===== config.mk =====
export PLATFORM = sky130hd
export DESIGN_NAME = reg_access_ctrl
export DESIGN_NICKNAME = d
export VERILOG_FILES = /design/src/rtl/reg_access_ctrl.sv
export SDC_FILE = /design/constraint.sdc
export NUM_CORES = 1
export LEC_CHECK = 0
export CELL_PAD_IN_SITES_DETAIL_PLACEMENT = 1
export CELL_PAD_IN_SITES_GLOBAL_PLACEMENT = 1
export CORE_MARGIN = 5
export CORE_UTILIZATION = 36
export DETAILED_ROUTE_END_ITERATION = 10
export GPL_TIMING_DRIVEN = 1
export PLACE_DENSITY_LB_ADDON = 0.3
export SLEW_MARGIN = 40
export SYNTH_ARGS = -nofsm -noshare
export SYNTH_HDL_FRONTEND = slang
export SYNTH_SLANG_ARGS = --single-unit
export TNS_END_PERCENT = 1

===== constraint.sdc =====
create_clock -name i_Clk -period 2.4 [get_ports i_Clk]
set_clock_uncertainty 0.2 [all_clocks]
set_input_delay 0.48 -clock i_Clk [delete_from_list [all_inputs] [get_ports i_Clk]]
set_output_delay 0.48 -clock i_Clk [all_outputs]
set_load 0.05 [all_outputs]

===== src/rtl/reg_access_ctrl.sv =====
// rtl/reg_access_ctrl.sv - byte-stream command engine driving the register memory with auto-increment bursts
// Writes stream straight to memory; reads issue one address at a time and return backpressured bytes.
module reg_access_ctrl #(
   parameter int ADDR_W  = 4,
   parameter int MEM_LAT = 1
) (
   input  logic              i_Clk,
   input  logic              i_Rst,
   input  logic [7:0]        i_Cmd_Data,
   input  logic              i_Cmd_Valid,
   output logic              o_Cmd_Ready,
   output logic [7:0]        o_Rsp_Data,
   output logic              o_Rsp_Valid,
   input  logic              i_Rsp_Ready,
   output logic [ADDR_W-1:0] o_Mem_Addr,
   output logic [7:0]        o_Mem_Data,
   output logic              o_Mem_Write,
   input  logic [7:0]        i_Mem_Data,
   output logic              o_Busy
);

   localparam logic [2:0] ST_IDLE     = 3'd0;
   localparam logic [2:0] ST_WR_DATA  = 3'd1;
   localparam logic [2:0] ST_RD_ISSUE = 3'd2;
   localparam logic [2:0] ST_RD_WAIT  = 3'd3;
   localparam logic [2:0] ST_RD_OUT   = 3'd4;

   // RD_ISSUE covers the first latency cycle, so RD_WAIT counts the rest.
   localparam logic [1:0] LAT_LAST = 2'(MEM_LAT - 1);

   logic [2:0]        state_q, state_d;
   logic [ADDR_W-1:0] addr_q, addr_d;
   logic [2:0]        cnt_q, cnt_d;
   logic [1:0]        lat_q, lat_d;
   logic              cmd_ready_q, cmd_ready_d;
   logic              rsp_valid_q, rsp_valid_d;
   logic [7:0]        rsp_data_q, rsp_data_d;
   logic [ADDR_W-1:0] mem_addr_q, mem_addr_d;
   logic [7:0]        mem_data_q, mem_data_d;
   logic              mem_write_q, mem_write_d;
   logic              busy_q, busy_d;

   logic              cmd_fire;
   logic [ADDR_W-1:0] cmd_addr;
   logic [ADDR_W-1:0] addr_inc;

   assign cmd_fire = i_Cmd_Valid & cmd_ready_q;
   assign cmd_addr = ADDR_W'(i_Cmd_Data[3:0]);
   assign addr_inc = addr_q + ADDR_W'(1);

   always_comb begin
      state_d     = state_q;
      addr_d      = addr_q;
      cnt_d       = cnt_q;
      lat_d       = lat_q;
      rsp_valid_d = rsp_valid_q;
      rsp_data_d  = rsp_data_q;
      mem_addr_d  = mem_addr_q;
      mem_data_d  = mem_data_q;
      mem_write_d = 1'b0;

      case (state_q)
         ST_IDLE: begin
            if (cmd_fire) begin
               addr_d = cmd_addr;
               cnt_d  = i_Cmd_Data[6:4];
               if (i_Cmd_Data[7]) begin
                  state_d = ST_WR_DATA;
               end else begin
                  // Address goes out on the accept edge so the read starts immediately.
                  state_d    = ST_RD_ISSUE;
                  mem_addr_d = cmd_addr;
               end
            end
         end
         ST_WR_DATA: begin
            if (cmd_fire) begin
               mem_write_d = 1'b1;
               mem_addr_d  = addr_q;
               mem_data_d  = i_Cmd_Data;
               addr_d      = addr_inc;
               if (cnt_q == 3'd0) begin
                  state_d = ST_IDLE;
               end else begin
                  cnt_d = cnt_q - 3'd1;
               end
            end
         end
         ST_RD_ISSUE: begin
            mem_addr_d = addr_q;
            lat_d      = LAT_LAST;
            state_d    = ST_RD_WAIT;
         end
         ST_RD_WAIT: begin
            if (lat_q == 2'd0) begin
               rsp_data_d  = i_Mem_Data;
               rsp_valid_d = 1'b1;
               state_d     = ST_RD_OUT;
            end else begin
               lat_d = lat_q - 2'd1;
            end
         end
         ST_RD_OUT: begin
            if (i_Rsp_Ready) begin
               rsp_valid_d = 1'b0;
               addr_d      = addr_inc;
               if (cnt_q == 3'd0) begin
                  state_d = ST_IDLE;
               end else begin
                  cnt_d      = cnt_q - 3'd1;
                  mem_addr_d = addr_inc;
                  state_d    = ST_RD_ISSUE;
               end
            end
         end
         default: begin
            state_d     = ST_IDLE;
            rsp_valid_d = 1'b0;
         end
      endcase

      cmd_ready_d = (state_d == ST_IDLE) || (state_d == ST_WR_DATA);
      busy_d      = (state_d != ST_IDLE);
   end

   always_ff @(posedge i_Clk) begin
      if (i_Rst) begin
         state_q     <= ST_IDLE;
         addr_q      <= '0;
         cnt_q       <= 3'd0;
         lat_q       <= 2'd0;
         cmd_ready_q <= 1'b1;
         rsp_valid_q <= 1'b0;
         rsp_data_q  <= 8'd0;
         mem_addr_q  <= '0;
         mem_data_q  <= 8'd0;
         mem_write_q <= 1'b0;
         busy_q      <= 1'b0;
      end else begin
         state_q     <= state_d;
         addr_q      <= addr_d;
         cnt_q       <= cnt_d;
         lat_q       <= lat_d;
         cmd_ready_q <= cmd_ready_d;
         rsp_valid_q <= rsp_valid_d;
         rsp_data_q  <= rsp_data_d;
         mem_addr_q  <= mem_addr_d;
         mem_data_q  <= mem_data_d;
         mem_write_q <= mem_write_d;
         busy_q      <= busy_d;
      end
   end

   assign o_Cmd_Ready = cmd_ready_q;
   assign o_Rsp_Data  = rsp_data_q;
   assign o_Rsp_Valid = rsp_valid_q;
   assign o_Mem_Addr  = mem_addr_q;
   assign o_Mem_Data  = mem_data_q;
   assign o_Mem_Write = mem_write_q;
   assign o_Busy      = busy_q;

endmodule


==> reports/metrics.cfg, run 1 <==
[hold_path]
hp-class=reg2reg

[synth]
synth-edff-count=0
yosysSeqAreaShare_pct=39.37
synth_fp_nets=237
syn-cell-area_um2=1831
yosysWarnings=0
netlist-cell-type-count=54
syn_avg_cell_area_um2=8.594
syn-instance-count=213
synth_top_area_share_pct=39.37
ys_async_sr_fraction_pct=0
yosys_most_used_dff=dfxtp_1
yosysTopAreaCell=dfxtp_1
post_synth_main_area_contributors=dfxtp_1 (39%), nand2_1 (5.5%), nor2_1 (5.5%)
yosys_register_bits=36

[grt]
grt_first_pass_wirelength_um=8376
grt_remaining_overflow=0
grt_max_degree=29
antenna_found_initial=0
grt_pass1_vias=1776
grt_use_total_pct=16.56

[floorplanning]
rows=26
fp.dieW_um=81.31
core_um2=5010
ios=44
initial_core_util_pct=36.54
dieArea_um2=6611
die_h_um=81.31

[timing]
slew_headroom_pct=64.88
hold_viol=0
fin_crit_sh_pct=92.12
tns_ns=0
tightest_slew_ns=0.5251
period_minus_slack_ns=2.211
setup_viol_count_final=0
drv_slew=0
grt_setup_unrepaired=false
max_freq_mhz=452.3

[power]
total_power_uw=1737
irDropWorstVdd_mv=0.3218
power.density_nw_per_um2=711.1
power.leakage_uw=0.0009521

[finish]
fillCellCount=638
regArea_um2=720.7
drive_above_1_share_pct=9.653
multi_input_comb_area_um2=1017
most-common-layout-cells=clkdlybuf4s50_1 (43), dfxtp_1 (36), nor2_1 (27), nand2_1 (27), a21oi_1 (15)
stdcell_count=329
antenna_cells=0
final_common_cell=clkdlybuf4s50_1
areaGrowthSynthToFinish_pct=33.42
nets=282

[cts]
cts_max_path_buffers=2
post_cts_buffers=0
hold_buffers=0
tritoncts=built
clock-sinks=36
htree_levels=2
cts_buffers=5
insertion_delay_ns=0.29
clk_pin_slew_ns=0.07
cts_resized=0
cts-root-buf=clkbuf_8

[setup_path]
cp-end-kind=output port
rr_worst_depth=5
worstReg2RegStart=state_q[2]
cp-start-kind=flip-flop
path_depth=1
reg2reg_slack_ns=0.35
startpoint=o_Cmd_Ready
critPathBufInv=1
path_max_fanout=5
critPathArrivalTime_ns=1.53
critPathCapture=o_Cmd_Ready
path_class=reg2out
reg2reg_to=addr_q[3]
timing.critical_path.required_ns=1.72
cpLargestDelayFamily=buffers and inverters
critPathSlowestCell=clkdlybuf4s50_1
cpPeakStageDelay_ns=0.84
path_cells=clkdlybuf4s50_1

[routing]
wl_met3_um=349
drtAntennaViolNets=0
drcViolationCount=0
wl_per_cell_um=14.90
top_layer_used=met4
vias=1690
firstDrtPassIters=5
via_per_inst=5.137
wl_um=4903
drtIter0Drc=83
routedLengthMet1_um=2088
met2_wirelength_um=2355

[placement]
io_buffer_count=43
dp_hpwl_um=3555
dpl.cell_count=321
place_congestion=0.7975

[flow_run]
max_cap_violations=0

[run_status]
status=finished, final reports clean

synth_stat cells (all sizes together) (2+ instances only):
cell,number
mux2,3
nand2b,8
o2111ai,2
or2,2
nor2,27
a22oi,4
a2bb2oi,2
ha,4
mux2i,10
clkbuf,3
o21ai,9
buf,8
nor3b,2
a21o,2
nor2b,2
nand3b,4
a31oi,4
nand2,27
dfxtp,36
a21oi,17
o31ai,2
inv,8
nand3,5
a211oi,2
or4,2
o21a,2
registers in the layout, indices dropped and copies added (netlist names):
signal       count
lat_q            2
o_Mem_Write      1
addr_q           4
cnt_q            3
o_Busy           1
o_Mem_Data       8
state_q          3
o_Rsp_Data       8
o_Cmd_Ready      1
o_Rsp_Valid      1
o_Mem_Addr       4
stage by stage:
stage / setup slack (ns) / hold slack (ns) / area (µm²) / utilization, %
after global placement: 0.2095 / 0.2419 / 2331 / 46.53
after CTS: 0.1725 / 0.2624 / 2442 / 48.75
final: 0.1892 / 0.2576 / 2442 / 48.75
after detailed placement: 0.1473 / 0.2451 / 2331 / 46.53
after global routing: 0.1380 / 0.2846 / 2442 / 48.75
after floorplan: 0.5689 / 0.2544 / 1831 / -
where the power goes:
part           internal [µW]  switching, µW  total (µW)  leakage, µW
registers                647           48.9         696     0.000293
logic                    212            294         506     0.000605
clock network            307            227         535    0.0000541
final cells by class:
cell class              instances  share of cell area (%)
multi-input cells             158                   41.65
flip-flops and latches         36                   29.51
repair buffers                 49                   19.47
well taps                      70                   3.586
clock buffers                   5                   2.818
clock inverters                 3                   1.742
inverters                       8                   1.230
metal layers:
layer  vias up  global-route usage [%]
met5         -                       0
met4         0                   7.095
met3        12                   5.322
met2        51                   28.50
met1       791                   18.60
li1        836                       -
how the worst min path moves through the flow:
stage,endpoint,startpoint,cells after the start
5_1_grt,o_Mem_Addr[3],o_Mem_Addr[3],2
3_5_place_dp,o_Mem_Addr[2],o_Mem_Addr[2],2
3_3_place_gp,o_Rsp_Data[5],o_Rsp_Data[5],2
6_report,o_Mem_Addr[3],o_Mem_Addr[3],2
4_1_cts,o_Rsp_Data[6],o_Rsp_Data[6],2
2_1_floorplan,lat_q[1],lat_q[1],2
logic make-up after synthesis:
logic type               synth area share [%]
AO/OA/AOI/OAI                           21.12
XOR/XNOR                               0.4786
adder cells (fa/ha/maj)                 3.281
buffers and inverters                   5.058
flip-flops                              39.37
multiplexers                            7.314
AND/OR/NAND/NOR                         23.38
Note: power is estimated with default switching activity, not from simulation.
==> run 2, diff against run 1 <==
Settings changed: CORE_MARGIN 5 to unset.
==> reports/metrics.cfg, run 2 (same netlist as run 1, synthesis figures left out) <==
[run_status]
status=finished, final reports clean  ; unchanged

[setup_path]
critPathArrivalTime_ns=1.52  ; was 1.53 ns
critPathBufInv=1  ; unchanged
critPathSlowestCell=clkdlybuf4s50_1  ; unchanged
cp-end-kind=output port  ; unchanged
path_max_fanout=5  ; unchanged
path_class=reg2out  ; unchanged
timing.critical_path.required_ns=1.72  ; about the same
cpLargestDelayFamily=buffers and inverters  ; unchanged
path_cells=clkdlybuf4s50_1  ; unchanged
cp-start-kind=flip-flop  ; unchanged
cpPeakStageDelay_ns=0.83  ; was 0.84 ns

[finish]
final_common_cell=clkdlybuf4s50_1  ; unchanged
nets=283  ; was 282
stdcell_count=327  ; was 329
drive_above_1_share_pct=10.00  ; was 9.653%
most-common-layout-cells=clkdlybuf4s50_1 (43), dfxtp_1 (36), nor2_1 (27), nand2_1 (27), a21oi_1 (15)  ; unchanged
antenna_cells=0  ; unchanged
areaGrowthSynthToFinish_pct=35.13  ; was 33.42%
fillCellCount=609  ; was 638

[power]
power.density_nw_per_um2=730.6  ; was 711.1 nW/µm²
irDropWorstVdd_mv=0.3130  ; was 0.3218 mV
power.leakage_uw=0.0009714  ; was 0.0009521 µW
total_power_uw=1807  ; was 1737 µW

[routing]
drtAntennaViolNets=0  ; unchanged
wl_per_cell_um=15.25  ; was 14.90 µm
met2_wirelength_um=2355  ; unchanged
drtIter0Drc=70  ; was 83
firstDrtPassIters=4  ; was 5
wl_um=4986  ; was 4903 µm
via_per_inst=5.147  ; was 5.137
wl_met3_um=206  ; was 349 µm
routedLengthMet1_um=2383  ; was 2088 µm
top_layer_used=met4  ; unchanged
drcViolationCount=0  ; unchanged
vias=1683  ; was 1690

[cts]
htree_levels=2  ; unchanged
post_cts_buffers=0  ; unchanged
cts_buffers=5  ; unchanged
tritoncts=built  ; unchanged
clk_pin_slew_ns=0.07  ; about the same
cts-root-buf=clkbuf_8  ; unchanged
clock-sinks=36  ; unchanged
insertion_delay_ns=0.29  ; about the same
hold_buffers=0  ; unchanged
cts_resized=0  ; unchanged
cts_max_path_buffers=2  ; unchanged

[placement]
pre_cts_ws_ns=0.1891  ; was 0.1473 ns
dpl.cell_count=319  ; was 321
io_buffer_count=43  ; unchanged
place_congestion=0.7649  ; was 0.7975
dp_hpwl_um=3615  ; was 3555 µm

[grt]
grt_max_degree=16  ; was 29
antenna_found_initial=0  ; unchanged
grt_remaining_overflow=0  ; unchanged
grt_pass1_vias=1784  ; was 1776
grt_first_pass_wirelength_um=8659  ; was 8376 µm
grt_use_total_pct=21.07  ; was 16.56%

[timing]
max_freq_mhz=453.6  ; was 452.3 MHz
drv_slew=0  ; unchanged
fin_crit_sh_pct=91.86  ; was 92.12%
grt_setup_unrepaired=false  ; unchanged
period_minus_slack_ns=2.205  ; was 2.211 ns
layout_setup_ws_ns=0.1953  ; was 0.1892 ns
setup_viol_count_final=0  ; unchanged
hold_viol=0  ; unchanged
tns_ns=0  ; unchanged
tightest_slew_ns=0.5224  ; was 0.5251 ns
slew_headroom_pct=65.06  ; was 64.88%
whs_ns=0.2491  ; was 0.2576 ns

[floorplanning]
rows=25  ; was 26
dieArea_um2=5374  ; was 6611 µm²
ios=44  ; unchanged
die_h_um=73.31  ; was 81.31 µm
initial_core_util_pct=38.00  ; was 36.54%
core_um2=4817  ; was 5010 µm²
fp.dieW_um=73.31  ; was 81.31 µm

[flow_run]
max_cap_violations=0  ; unchanged

[hold_path]
hp-class=reg2reg  ; unchanged

[run 2: worst min-delay path, delay by kind of cell, from the launching register on]
family,cells,cell delay [ns]
flops,1,0.31
simple gates,1,0.05
compound gates,1,0.05
[run 2: per-stage QoR]
stage / instance area, µm² / util, %
2_1_floorplan: 1831 / -
3_3_place_gp: 2347 / 48.73
3_5_place_dp: 2347 / 48.73
4_1_cts: 2474 / 51.35
5_1_grt: 2474 / 51.35
6_report: 2474 / 51.35
[run 2: per-layer routing]
layer,vias up,track usage [%]
met1,799,27.53
met5,-,0
li1,844,-
met2,34,35.19
met4,0,4.487
met3,6,5.350
[run 2: cell type report]
| cell class | instances | area (µm²) | area share [%] |
|---|---|---|---|
| clock buffers | 7 | 96.34 | 3.895 |
| clock inverters | 1 | 30.03 | 1.214 |
| well taps | 67 | 83.83 | 3.389 |
| repair buffers | 50 | 495.5 | 20.03 |
| multi-input cells | 158 | 1017 | 41.12 |
| inverters | 8 | 30.03 | 1.214 |
| flip-flops and latches | 36 | 720.7 | 29.14 |
[run 2: power breakdown]
part	leakage [µW]	internal [µW]	switching (µW)
combinational	0.000614	220	299
sequential	0.000293	647	51.1
clock	0.0000645	367	223
total	0.000971	1230	573
[run 2: final timing paths]
| check | start | to | slack, ns | cells past startpoint |
|---|---|---|---|---|
| max | o_Cmd_Ready | o_Cmd_Ready | 0.20 | 1 |
| min | o_Mem_Addr[2] | o_Mem_Addr[2] | 0.25 | 2 |
| max reg2reg | state_q[2] | cnt_q[2] | 0.36 | 6 |
| min reg2reg | o_Mem_Addr[2] | o_Mem_Addr[2] | 0.25 | 2 |
